### config.mk
export PLATFORM = sky130hd
export DESIGN_NAME = qos_threshold_fifo
export DESIGN_NICKNAME = d
export VERILOG_FILES = /design/src/rtl/qos_threshold_fifo.sv
export SDC_FILE = /design/constraint.sdc
export NUM_CORES = 1
export LEC_CHECK = 0
export CAP_MARGIN = 5
export CORE_MARGIN = 2
export CORE_UTILIZATION = 50
export CTS_BUF_LIST = sky130_fd_sc_hd__clkbuf_16
export DETAILED_ROUTE_END_ITERATION = 8
export GPL_TIMING_DRIVEN = 0
export PLACE_DENSITY_LB_ADDON = 0.1
export REMOVE_ABC_BUFFERS = 1
export SETUP_SLACK_MARGIN = 0.3
export SYNTH_ARGS = -nofsm -noshare
export SYNTH_HDL_FRONTEND = slang
export SYNTH_SLANG_ARGS = --single-unit
### constraint.sdc
create_clock -name clk -period 5.3 [get_ports clk]
set_clock_uncertainty 0.2 [all_clocks]
set_input_delay 1.06 -clock clk [delete_from_list [all_inputs] [get_ports clk]]
set_output_delay 1.06 -clock clk [all_outputs]
set_load 0.005 [all_outputs]
### src/rtl/qos_threshold_fifo.sv
// qos_threshold_fifo
//   Per-channel data FIFO feeding the QoS control FSM. It exports empty,
//   and almost_empty/almost_full flags compared against thresholds that are
//   latched while init is high. Thresholds are clamped to DEPTH. Registered
//   status flags are decoded from the occupancy count.
//   Optional build macro: QOS_FIFO_FWFT_EN selects first-word fall-through
//   reads. When it is undefined, reads have a registered 1-cycle latency.
module qos_threshold_fifo #(
  parameter int DATA_WIDTH = 6,
  parameter int ADDR_WIDTH = 3
) (
  input  logic                  clk,
  input  logic                  reset,
  input  logic                  init,
  input  logic [3:0]            umbral_L,
  input  logic [3:0]            umbral_H,
  input  logic                  push,
  input  logic [DATA_WIDTH-1:0] data_in,
  input  logic                  pop,
  output logic [DATA_WIDTH-1:0] data_out,
  output logic                  data_valid,
  output logic                  empty,
  output logic                  full,
  output logic                  almost_empty,
  output logic                  almost_full,
  output logic [ADDR_WIDTH:0]   count,
  output logic                  overflow_err,
  output logic                  underflow_err
);

  localparam int DEPTH = 2 ** ADDR_WIDTH;
  localparam int CW    = ADDR_WIDTH + 1;

  localparam logic [ADDR_WIDTH-1:0] PTR_ONE   = 1;
  localparam logic [CW-1:0]         CNT_ONE   = 1;
  localparam logic [CW-1:0]         CNT_DEPTH = CW'(DEPTH);

  // Thresholds above the FIFO depth are meaningless, so saturate them at DEPTH
  function automatic logic [CW-1:0] clamp_thr(input logic [3:0] u);
    if (int'(u) > DEPTH) return CNT_DEPTH;
    else return CW'(u);
  endfunction

  logic [DATA_WIDTH-1:0] mem [DEPTH];

  logic [ADDR_WIDTH-1:0] wr_ptr_q, wr_ptr_d;
  logic [ADDR_WIDTH-1:0] rd_ptr_q, rd_ptr_d;
  logic [CW-1:0]         count_q, count_d;
  logic [CW-1:0]         thr_l_q, thr_l_d;
  logic [CW-1:0]         thr_h_q, thr_h_d;
  logic                  empty_q, empty_d;
  logic                  full_q, full_d;
  logic                  almost_empty_q, almost_empty_d;
  logic                  almost_full_q, almost_full_d;
  logic                  overflow_q, overflow_d;
  logic                  underflow_q, underflow_d;
  logic                  wr_ok, rd_ok;

  // Accept decisions, pointer/count update, threshold capture and flag decode
  always_comb begin
    wr_ok    = push & (~full_q | pop);
    rd_ok    = pop & ~empty_q;

    wr_ptr_d = wr_ptr_q;
    rd_ptr_d = rd_ptr_q;
    count_d  = count_q;
    thr_l_d  = thr_l_q;
    thr_h_d  = thr_h_q;

    if (wr_ok) wr_ptr_d = wr_ptr_q + PTR_ONE;
    if (rd_ok) rd_ptr_d = rd_ptr_q + PTR_ONE;

    case ({wr_ok, rd_ok})
      2'b10:   count_d = count_q + CNT_ONE;
      2'b01:   count_d = count_q - CNT_ONE;
      default: count_d = count_q;
    endcase

    if (init) begin
      thr_l_d     = clamp_thr(umbral_L);
      thr_h_d     = clamp_thr(umbral_H);
      overflow_d  = 1'b0;
      underflow_d = 1'b0;
    end else begin
      overflow_d  = overflow_q  | (push & full_q & ~pop);
      underflow_d = underflow_q | (pop & empty_q);
    end

    // Flags look at the next-state count and thresholds so they are
    // registered yet consistent with count after the same edge
    empty_d        = (count_d == '0);
    full_d         = (count_d == CNT_DEPTH);
    almost_empty_d = (count_d <= thr_l_d);
    almost_full_d  = (count_d >= thr_h_d);
  end

  // Control and status state register
  always_ff @(posedge clk) begin
    if (!reset) begin
      wr_ptr_q       <= '0;
      rd_ptr_q       <= '0;
      count_q        <= '0;
      thr_l_q        <= '0;
      thr_h_q        <= CNT_DEPTH;
      empty_q        <= 1'b1;
      full_q         <= 1'b0;
      almost_empty_q <= 1'b1;
      almost_full_q  <= 1'b0;
      overflow_q     <= 1'b0;
      underflow_q    <= 1'b0;
    end else begin
      wr_ptr_q       <= wr_ptr_d;
      rd_ptr_q       <= rd_ptr_d;
      count_q        <= count_d;
      thr_l_q        <= thr_l_d;
      thr_h_q        <= thr_h_d;
      empty_q        <= empty_d;
      full_q         <= full_d;
      almost_empty_q <= almost_empty_d;
      almost_full_q  <= almost_full_d;
      overflow_q     <= overflow_d;
      underflow_q    <= underflow_d;
    end
  end

  // Storage write; contents are never reset, and nothing is written during reset
  always_ff @(posedge clk) begin
    if (reset && wr_ok) mem[wr_ptr_q] <= data_in;
  end

`ifdef QOS_FIFO_FWFT_EN
  // Head word is always visible; pop acknowledges what is shown
  assign data_out   = mem[rd_ptr_q];
  assign data_valid = ~empty_q;
`else
  logic [DATA_WIDTH-1:0] data_out_q, data_out_d;
  logic                  data_valid_q, data_valid_d;

  // Registered read: popped word appears one edge after the accepted pop
  always_comb begin
    data_out_d   = data_out_q;
    data_valid_d = 1'b0;
    if (rd_ok) begin
      data_out_d   = mem[rd_ptr_q];
      data_valid_d = 1'b1;
    end
  end

  // Read data register; reset discards any word in flight
  always_ff @(posedge clk) begin
    if (!reset) begin
      data_out_q   <= '0;
      data_valid_q <= 1'b0;
    end else begin
      data_out_q   <= data_out_d;
      data_valid_q <= data_valid_d;
    end
  end

  assign data_out   = data_out_q;
  assign data_valid = data_valid_q;
`endif

  assign empty         = empty_q;
  assign full          = full_q;
  assign almost_empty  = almost_empty_q;
  assign almost_full   = almost_full_q;
  assign count         = count_q;
  assign overflow_err  = overflow_q;
  assign underflow_err = underflow_q;

endmodule
==> qor.yml, run 1 <==
status: "completed"
clkTransAtPathRegs_ns: 0.06
clock_latency_ns: 0.32
max_stage_delay_ns: 0.50
clockRootBuffer: "clkbuf_16"
start_util_pct: 51.1
die_area_mm2: 0.00711
path_class: "input pin to register"
yosys.area.top_type: "edfxtp_1"
slew-limit-headroom_pct: 22.2
cts-buffers-inserted: 9
fill_cells: 513
grt_usage_pct: 18.1
seq_area_mm2: 0.00206
cts_resized: 0
r2r_slack_ns: 1.97
fin_ws_ns: 0.976
synth_top_area_share_pct: 44.7
finalSetupViolCount: 0
wl_per_cell_um: 17.2
p_leak_nw: 1.42
yosysSeqAreaShare_pct: 63.9
swShare_pct: 23.3
syn_area_mm2: 0.00323
n_antenna_cell: 0
viasPerCell: 5.40
fin_crit_ns: 4.32
cts_hold_buffers: 0
worst_pin_slew_ns: 1.16
maxSlewViolCount: 0
power_frac_clock_pct: 40.8
peakVddDrop_mv: 0.284
row_count: 29
min_to: "underflow_err$_SDFF_PP0_"
path_max_fanout: 10
dp.final_hpwl_um: 3930
topRoutingLayerUsed: "met4"
post-place-ws_ns: 0.236
power.switching_mw: 0.399
finalHoldViolCount: 0
clkSinkCount: 79
max_freq_mhz: 231
powerDensity_mw_per_mm2: 427
synth_warnings: 0
grt_pass1_vias: 1855
seqPwrFrac_pct: 42.7
postCtsSetupBuffers: 0
h-tree-depth: 3
ys_seq_elements: 79
pin_count: 36
synthDistinctLibCells: 37
critPathLaunch: "pop"
hp-start: "underflow_err$_SDFF_PP0_"
cts_tree: "built"
slowest_stage: "nor2_1"
syn_inst: 231
die_w_um: 84.4
drtPass1Iterations: 4
synthTopCellsByArea: "edfxtp_1 45%, dfxtp_1 19%, mux4_2 8.4%"
coreArea_mm2: 0.00631
fp.dieH_um: 84.4
power.total_mw: 1.71
pwr-share-comb_pct: 16.5
hold_depth: 2
cts_buffer_depth: 2
remaining_drc_errors: 0
crit_path_start_kind: "input pin"
drt_iter0_markers: 163
rr_endpoint: "almost_empty$_SDFF_PN1_"
area_delta_synth_final_pct: 24.3
timing.rr.start: "empty$_SDFF_PN1_"
wl_met3_um: 209
grt_setup_unrepaired: "no"
final_nets: 302
grt_overflow_total: 0
tns_ns: 0
grt_pass1_wl_um: 9560
num_vias: 1902
cp_cell_sequence: "clkdlybuf4s50_1, inv_1, nor2_1, buf_6, ha_1, xor2_1, ha_1, a21oi_1, xor2_1, nor2_1, xor2_1, ha_1, o21a_1, o21a_1, o21ai_0"
routabilityCongestion: 0.744
required_ns: 5.35
p_int_mw: 1.31
wl_met2_um: 2880
antenna_found_initial: 0
cap_violations: 0
drt_wl_total_um: 6060
ant_nets: 0
final_layout_size_suffix_gt1_share_pct: 12.7
grt_start_max_net_pins: 19
io_buffer_count: 35
holdCritPathClass: "register to register"
drt-met1-wl_um: 2890
end_kind: "register"
cp.arrival_ns: 4.37
hold_slack_ns: 0.266
multi_input_area_mm2: 0.00113
reg2reg_depth: 13
post-route-period-util_pct: 81.6
syn_area_per_cell_um2: 14.0
## worst max-delay path by stage
stage	depth (start not counted)	end	slack (ns)
after floorplan	13	almost_empty$_SDFF_PN1_	1.48
after global placement	14	almost_empty$_SDFF_PN1_	0.24
after detailed placement	10	almost_empty$_SDFF_PN1_	0.24
after CTS	14	almost_empty$_SDFF_PN1_	0.55
after global routing	15	almost_empty$_SDFF_PN1_	0.69
final	15	almost_empty$_SDFF_PN1_	0.98
## worst max-delay path: cells and delay by family
kind	cells	cell delay, ns
xor+xnor	3	0.62
simple gates	2	0.58
fa+ha+maj	3	0.75
buf+inv	3	0.81
compound gates	4	0.56
## state kept, by name, summed over array words and instances (netlist names)
signal	count
almost_empty	1
almost_full	1
count	4
data_out	6
data_valid	1
empty	1
full	1
mem	48
overflow_err	1
rd_ptr_q	3
thr_h_q	4
thr_l_q	4
underflow_err	1
wr_ptr_q	3
## power by group through the flow
stage	sequential [mW]	clock [mW]	combinational (mW)
after floorplan	0.738	0	0.169
after global placement	0.743	0	0.278
after detailed placement	0.745	0	0.281
after CTS	0.732	0.709	0.285
after global routing	0.739	0.740	0.313
final	0.731	0.698	0.283
## metrics by stage
step,area (µm²),util (%),std cells
after global routing,4010,63.6,352
after CTS,4000,63.4,351
after global placement,3640,57.7,335
after detailed placement,3660,57.9,335
final,4010,63.6,352
after floorplan,3200,-,223
## placed cells by master, fill, tap and decap left out, types with 2 or more instances in the layout
cell type / synthesis / layout
nand3_1: 4 / 4
inv_6: 0 / 2
nand2b_1: 2 / 2
clkdlybuf4s50_1: 0 / 35
o21a_1: 2 / 2
and2_1: 4 / 4
bufinv_16: 0 / 3
a31oi_1: 2 / 2
nor2_1: 21 / 21
nor4_2: 0 / 2
dfxtp_1: 31 / 31
ha_1: 13 / 13
inv_1: 3 / 4
nand2_1: 13 / 13
o21ai_0: 10 / 10
mux2i_1: 9 / 9
a21oi_1: 14 / 14
nand3b_1: 2 / 2
nor3b_1: 3 / 3
nor3_1: 5 / 5
clkbuf_16: 0 / 9
a21o_1: 2 / 2
edfxtp_1: 48 / 48
xor2_1: 8 / 8
mux4_2: 12 / 12
## per-layer routing
| layer | GRT usage (%) | up-vias |
|---|---|---|
| li1 | - | 948 |
| met1 | 25.3 | 909 |
| met2 | 28.3 | 37 |
| met3 | 3.24 | 8 |
| met4 | 7.36 | 0 |
| met5 | 0 | - |
## synthesized netlist by cell type (all sizes together)
cell,count
edfxtp,48
dfxtp,31
nor2,21
a21oi,14
ha,13
nand2,13
mux4,12
o21ai,10
mux2i,9
xor2,8
clkbuf,6
and2,5
nor3,5
inv,4
nand3,4
nor3b,4
a21o,2
a31oi,2
buf,2
nand2b,2
nand3b,2
nor4,2
o21a,2
or3,2
a22oi,1
a41oi,1
mux2,1
nor2b,1
o22a,1
o2bb2ai,1
or4b,1
xnor2,1
## logic make-up (layout without fill, tap and decap cells)
group	count (synthesis)	in the layout	share of synthesized area, %
xor+xnor	9	9	2.44
simple gates	62	62	9.61
flops	79	79	63.9
mux	22	22	11.5
compound gates	34	34	6.09
fa+ha+maj	13	13	5.04
buf+inv	12	56	1.43
## cell type report
class / instances / share of cell area, %
Multi-Input combinational cell: 140 / 28.2
Tap cell: 77 / 2.40
Sequential cell: 79 / 51.4
Timing Repair Buffer: 36 / 9.01
Clock inverter: 7 / 2.99
Clock buffer: 9 / 5.61
Inverter: 4 / 0.374
Note: power is estimated with default switching activity, not from simulation.
==> run 2, diff against run 1 <==
==> constraint.sdc (replaced) <==
create_clock -name clk -period 4.25 [get_ports clk]
set_clock_uncertainty 0.2 [all_clocks]
set_input_delay 0.85 -clock clk [delete_from_list [all_inputs] [get_ports clk]]
set_output_delay 0.85 -clock clk [all_outputs]
set_load 0.005 [all_outputs]
==> run 2 against run 1 <==
Against the previous run: hold slack unchanged; combinational power up 32%; total power up 26%; cell count up 1.4%; die area unchanged; clock-buffer cell count unchanged.
==> qor.yml, run 2 (synthesized netlist as in run 1, its figures left out) <==
maxSlewViolCount: 0
layout_commonest_cell: "edfxtp_1"
cts_buffer_depth: 2
required_ns: 4.30
fp.dieH_um: 84.4
start_util_pct: 51.1
wl_per_cell_um: 17.2
cp.arrival_ns: 3.84
io_buffer_count: 35
path_class: "input pin to register"
cts_hold_buffers: 0
num_vias: 1938
cts_tree: "built"
n_antenna_cell: 0
crit_path_start_kind: "input pin"
antenna_found_initial: 0
top_register: "mem"
clock_latency_ns: 0.32
pin_count: 36
viasPerCell: 5.43
cts-buffers-inserted: 9
cap_violations: 0
slew-limit-headroom_pct: 19.2
clkSinkCount: 79
row_count: 29
post-route-period-util_pct: 89.3
clkTransAtPathRegs_ns: 0.06
drt_wl_total_um: 6140
area_delta_synth_final_pct: 26.3
die_area_mm2: 0.00711
tns_ns: 0
coreArea_mm2: 0.00631
routabilityCongestion: 0.744
final_area_mm2: 0.00408
grt_overflow_total: 0
seqPwrFrac_pct: 42.4
critPathLaunch: "pop"
path_max_fanout: 8
power.switching_mw: 0.507
hold_slack_ns: 0.266
h-tree-depth: 3
worst_pin_slew_ns: 1.20
hp-start: "underflow_err$_SDFF_PP0_"
grt_usage_pct: 18.1
p_int_mw: 1.65
status: "completed"
place_area_mm2: 0.00366
remaining_drc_errors: 0
grt_setup_unrepaired: "no"
powerDensity_mw_per_mm2: 530
largest_reg_flops: 48
final_layout_size_suffix_gt1_share_pct: 16.1
peakVddDrop_mv: 0.354
final_nets: 307
holdCritPathClass: "register to register"
power_frac_clock_pct: 40.3
finalSetupViolCount: 0
drtPass1Iterations: 4
clockRootBuffer: "clkbuf_16"
final_cell_count_no_fill: 357
fin_crit_ns: 3.80
grt_start_max_net_pins: 19
ant_nets: 0
p_leak_nw: 1.44
dp.cells: 335
post-place-ws_ns: -0.604
grt_pass1_vias: 1861
drt_iter0_markers: 153
die_w_um: 84.4
pwr-share-comb_pct: 17.3
dp.final_hpwl_um: 3930
fin_ws_ns: 0.455
end_kind: "register"
max_freq_mhz: 263
timing.rr.start: "full$_SDFF_PN0_"
grt_pass1_wl_um: 9580
swShare_pct: 23.5
finalHoldViolCount: 0
layout_common_cells: "48 x edfxtp_1, 35 x clkdlybuf4s50_1, 31 x dfxtp_1, 20 x nor2_1, 14 x a21oi_1"
==> run 2: cell types whose count changed in the layout (fill, tap and decap cells not counted), sizes merged <==
cell,previous run,this run
buf,1,6
==> run 2: power groups by stage <==
stage                     sequential (mW)  clock, mW  combinational, mW
final                               0.915      0.871              0.373
after global routing                0.924      0.923              0.412
after CTS                           0.915      0.884              0.358
after detailed placement            0.928          0              0.350
after global placement              0.927          0              0.347
after floorplan                     0.921          0              0.211
==> run 2: cell type report <==
type	count	area, µm²
repair buffers	41	395
multi-input cells	140	1160
fillers	509	2240
clock inverters	7	120
inverters	4	15.0
clock buffers	9	225
well taps	77	96.3
flip-flops and latches	79	2060
==> run 2: routing by layer <==
metal	track usage [%]	vias to the layer above	share of wire [%]
li1	-	957	-
met1	25.3	928	47
met2	28.3	45	48
met3	3.24	8	3.9
met4	7.36	0	1.4
met5	0	-	0
==> run 2: path summary, 6_finish.rpt <==
kind | endpoint | slack [ns] | cells after the start
min | underflow_err$_SDFF_PP0_ | 0.27 | 2
max | almost_empty$_SDFF_PN1_ | 0.45 | 15
min reg2reg | underflow_err$_SDFF_PP0_ | 0.27 | 2
max reg2reg | almost_empty$_SDFF_PN1_ | 1.30 | 13
==> run 2: worst max-delay path, cell delays in order <==
cell and delay, ns:
clkdlybuf4s50_1 0.49, inv_1 0.11, nand2_1 0.16, nand2_2 0.17, ha_1 0.30, xor2_1 0.18
ha_1 0.19, a21oi_1 0.14, xor2_1 0.23, nor2_1 0.10, xor2_2 0.22, ha_1 0.29
o21a_1 0.11, o21a_1 0.16, o21ai_0 0.15
==> run 2: per-stage QoR <==
step	util, %	total power [mW]
finish	64.6	2.16
global placement	57.7	1.27
floorplan	-	1.13
CTS	63.7	2.16
global route	64.6	2.26
detailed placement	57.9	1.28
==> run 2: timing repair <==
| item | 4_1_cts | 5_1_grt |
|---|---|---|
| gates resized for setup | 4 | 2 |
| pin swaps | 0 | 2 |
| endpoints found under the setup margin | 6 | 2 |
| buffers inserted | 0 | 6 |
==> run 3, diff against run 2 <==
--- a/config.mk
+++ b/config.mk
@@ -10,7 +10,6 @@
 export CORE_UTILIZATION = 50
 export CTS_BUF_LIST = sky130_fd_sc_hd__clkbuf_16
 export DETAILED_ROUTE_END_ITERATION = 8
-export GPL_TIMING_DRIVEN = 0
 export PLACE_DENSITY_LB_ADDON = 0.1
 export REMOVE_ABC_BUFFERS = 1
 export SETUP_SLACK_MARGIN = 0.3
==> run 3 against run 2 <==
Against the previous run: wire length rose by 3.3%; clock-buffer cell count is the same; core utilization fell by 0.81 points; register-to-register slack better by 0.05 ns; maximum frequency grew 3.0%; setup slack improved by 0.11 ns; via count grew 2.0%; clock power fell by 15%; final area down 1.3%; cell count rose by 1.7%; combinational power fell by 2%.
==> qor.yml, run 3 (synthesized netlist as in run 1, its figures left out) <==
swShare_pct: 24.9
pin_count: 36
cts_tree: "built"
max_freq_mhz: 271
finalHoldViolCount: 0
powerDensity_mw_per_mm2: 503
hold_slack_ns: 0.263
grt_setup_unrepaired: "no"
h-tree-depth: 3
coreArea_mm2: 0.00631
grt_usage_pct: 19.2
status: "completed"
viasPerCell: 5.45
drt_iter0_markers: 88
grt_start_max_net_pins: 17
grt_pass1_wl_um: 10200
slew-limit-headroom_pct: 38.8
worst_pin_slew_ns: 0.916
post-route-period-util_pct: 86.7
final_layout_size_suffix_gt1_share_pct: 15.0
area_delta_synth_final_pct: 24.7
wl_per_cell_um: 17.5
p_leak_nw: 1.44
end_kind: "register"
drt-met1-wl_um: 3140
die_area_mm2: 0.00711
required_ns: 4.26
clkSinkCount: 79
place_area_mm2: 0.00373
finish.utilization_pct: 63.8
remaining_drc_errors: 0
hp-start: "underflow_err$_SDFF_PP0_"
die_w_um: 84.4
pwr-share-comb_pct: 18.0
cts-buffers-inserted: 9
cts_hold_buffers: 0
power.total_mw: 2.02
seqPwrFrac_pct: 45.3
finalSetupViolCount: 0
p_int_mw: 1.52
top_register: "mem"
io_buffer_count: 35
start_util_pct: 51.1
clkTransAtPathRegs_ns: 0.06
cap_violations: 0
drtPass1Iterations: 4
path_max_fanout: 5
wl_met2_um: 2900
fin_crit_ns: 3.68
fill_cells: 490
routabilityCongestion: 0.756
topRoutingLayerUsed: "met4"
power.switching_mw: 0.505
dp.final_hpwl_um: 4150
row_count: 29
crit_path_start_kind: "input pin"
antenna_found_initial: 0
clockRootBuffer: "clkbuf_16"
grt_pass1_vias: 1993
holdCritPathClass: "register to register"
final_nets: 313
final_area_mm2: 0.00403
cp.arrival_ns: 3.69
fp.dieH_um: 84.4
fin_ws_ns: 0.566
power_frac_clock_pct: 36.7
grt_overflow_total: 0
drt_wl_total_um: 6340
clock_latency_ns: 0.33
cts_buffer_depth: 2
dp.cells: 346
final_cell_count_no_fill: 363
tns_ns: 0
layout_common_cells: "48 x edfxtp_1, 35 x clkdlybuf4s50_1, 31 x dfxtp_1, 21 x nor2_1, 14 x a21oi_1"
layout_commonest_cell: "edfxtp_1"
num_vias: 1977
critPathLaunch: "pop"
n_antenna_cell: 0
wl_met3_um: 199
path_class: "input pin to register"
largest_reg_flops: 48
ant_nets: 0
post-place-ws_ns: 0.242
peakVddDrop_mv: 0.314
timing.rr.start: "full$_SDFF_PN0_"
maxSlewViolCount: 0
run 3: changes by cell type in the layout (fill, tap and decap cells not counted), sizes merged:
| cell | previous run | this run |
|---|---|---|
| inv | 7 | 5 |
| buf | 6 | 12 |
| clkinv | 1 | 3 |
| bufinv | 3 | 1 |
| clkinvlp | 0 | 2 |
run 3: power by group through the flow:
| stage | Clock (mW) | Sequential, mW | Combinational (mW) |
|---|---|---|---|
| after floorplan | 0 | 0.921 | 0.211 |
| after global placement | 0 | 0.931 | 0.352 |
| after detailed placement | 0 | 0.932 | 0.360 |
| after CTS | 0.753 | 0.917 | 0.363 |
| after global routing | 0.785 | 0.924 | 0.407 |
| final | 0.743 | 0.916 | 0.364 |
run 3: what timing repair did:
item	in CTS	in global routing
setup buffers	0	1
resized for setup	0	1
endpoints found under the setup margin	0	1
run 3: path summary, 6_finish.rpt:
kind / to / slack, ns / cells after the start
max: almost_empty$_SDFF_PN1_ / 0.57 / 12
min: underflow_err$_SDFF_PP0_ / 0.26 / 2
max reg2reg: almost_empty$_SDFF_PN1_ / 1.35 / 10
min reg2reg: underflow_err$_SDFF_PP0_ / 0.26 / 2
run 3: critical path: stages:
cell             delay, ns
clkdlybuf4s50_1       0.49
inv_1                 0.09
nand2_1               0.13
nand2_1               0.12
ha_1                  0.23
nand2b_1              0.16
or4b_1                0.49
a31oi_1               0.21
xor2_1                0.35
ha_1                  0.32
a41oi_1               0.15
o21ai_0               0.10
run 3: cell type report:
type                    instances  area, µm²  area share [%]
clock buffers                   9        225            5.59
flip-flops and latches         79       2060            51.2
inverters                       4       15.0           0.373
multi-input cells             140       1120            27.9
repair buffers                 47        440            10.9
clock inverters                 7       65.1            1.62
well taps                      77       96.3            2.39
run 3: metal layers:
metal  global-route usage [%]  up-vias
met5                        0        -
met4                     6.49        0
met3                     5.11        8
met2                     28.3       39
met1                     28.1      966
li1                         -      964
==> RTL change, RTL diff (settings of run 2) <==
Set the parameter `DATA_WIDTH` to 3 (it was 6).
--- a/src/rtl/qos_threshold_fifo.sv
+++ b/src/rtl/qos_threshold_fifo.sv
@@ -6,7 +6,7 @@
 //   Optional build macro: QOS_FIFO_FWFT_EN selects first-word fall-through
 //   reads. When it is undefined, reads have a registered 1-cycle latency.
 module qos_threshold_fifo #(
-  parameter int DATA_WIDTH = 6,
+  parameter int DATA_WIDTH = 3,
   parameter int ADDR_WIDTH = 3
 ) (
   input  logic                  clk,
Interface: changed (resized data_in and data_out); port bits go from 36 to 30. The function was not compared with the original's and may differ.
==> RTL change against run 2 <==
Critical path depth is 2 lower; synthesized area is 30% lower; final area is 32% lower; worst hold slack better by 0.0059 ns; total power is 39% lower; largest cell class unchanged; sequential cell count is 27 lower; worst setup slack better by 0.021 ns; wire length is 29% lower.
==> RTL change: results <==
final_layout:
  finalNetCount: 249
  nClkBuffers: 5
  multiInputGateArea_um2: 955
  clock_area_share_pct: 5.32
  n_fill_cell: 345
  seq_share_pct: 46.1
  drive_gt1_share_pct: 12.7
  ff_latch_area_um2: 1280
  largest_reg_flops: 24
  multi_input_gates: 125
  buffers: 32
  buf_share_pct: 11.3
drt:
  met3_length_um: 175
  drt-initial-drc-count: 71
  wl_met2_um: 2100
  num_vias: 1524
  wl_met1_um: 1990
  post_drt_wl_per_cell_um: 15.9
yosys:
  synthMuxAreaShare_pct: 9.20
  synth.avg_cell_area_um2: 12.0
  synth_area_leaders: "edfxtp_1, dfxtp_1, ha_1"
  yosys-top-cells-count: "dfxtp_1, edfxtp_1, nor2_1, ha_1, nand2_1"
  synth_edf_count: 24
  synth_compound_area_share_pct: 7.41
  ys_types: 36
  synth_top_flop_cell: "dfxtp_1"
  ys_seq_elements: 52
  synthXorXnorAreaFrac_pct: 3.51
placement:
  dpl-instance-area_um2: 2580
  port_buffers: 29
  place_congestion: 0.763
  dp_hpwl_um: 3230
  pre_cts_slack_ns: -0.201
pwr:
  power_combinational_w: 0.000318
  powerDensity_nw_per_um2: 475
  p_seq_w: 0.000606
  switching_share_pct: 27.1
clock_network:
  cts.htree.levels: 2
  ctsResizeCount: 3
  root_buffer: "clkbuf_16"
grt:
  grt_util_met3_pct: 3.85
  grt_pass1_wl_um: 7230
  use_met2_pct: 29.1
  grt_use_met1_pct: 26.5
  grt_max_degree: 18
  track_usage_pct: 18.8
timing:
  relSlewSlack_pct: 54.9
status:
  status: "complete, no violations"
worst_setup_path:
  cpLargestDelayFamily: "simple AND/OR/NAND/NOR gates"
  critical_path.slowest_cell: "clkdlybuf4s50_1"
==> RTL change: cell types whose count changed after synthesis, sizes merged <==
| cell | run 2 | this run |
|---|---|---|
| mux2i | 9 | 6 |
| buf | 2 | 1 |
| mux4 | 12 | 6 |
| o21ai | 10 | 7 |
| dfxtp | 31 | 28 |
| a21oi | 14 | 11 |
| clkbuf | 6 | 5 |
| edfxtp | 48 | 24 |
==> RTL change: worst paths after layout <==
| path | startpoint | endpoint | slack [ns] | cells after the start |
|---|---|---|---|---|
| worst max-delay path | pop | almost_full | 0.48 | 13 |
| worst min register to register | underflow_err | underflow_err | 0.27 | 2 |
| worst min-delay path | underflow_err | underflow_err | 0.27 | 2 |
| worst max register to register | full | almost_full | 1.36 | 11 |
==> RTL change: through the flow <==
stage,cells,setup TNS [ns]
floorplan,181,0
global placement,262,-0.228
detailed placement,262,-0.373
CTS,270,0
global route,273,0
finish,273,0
==> RTL change: worst min-delay path, stage by stage (launching register included) <==
cell	delay, ns
dfxtp_1	0.33
a21oi_1	0.04
nor2_1	0.07
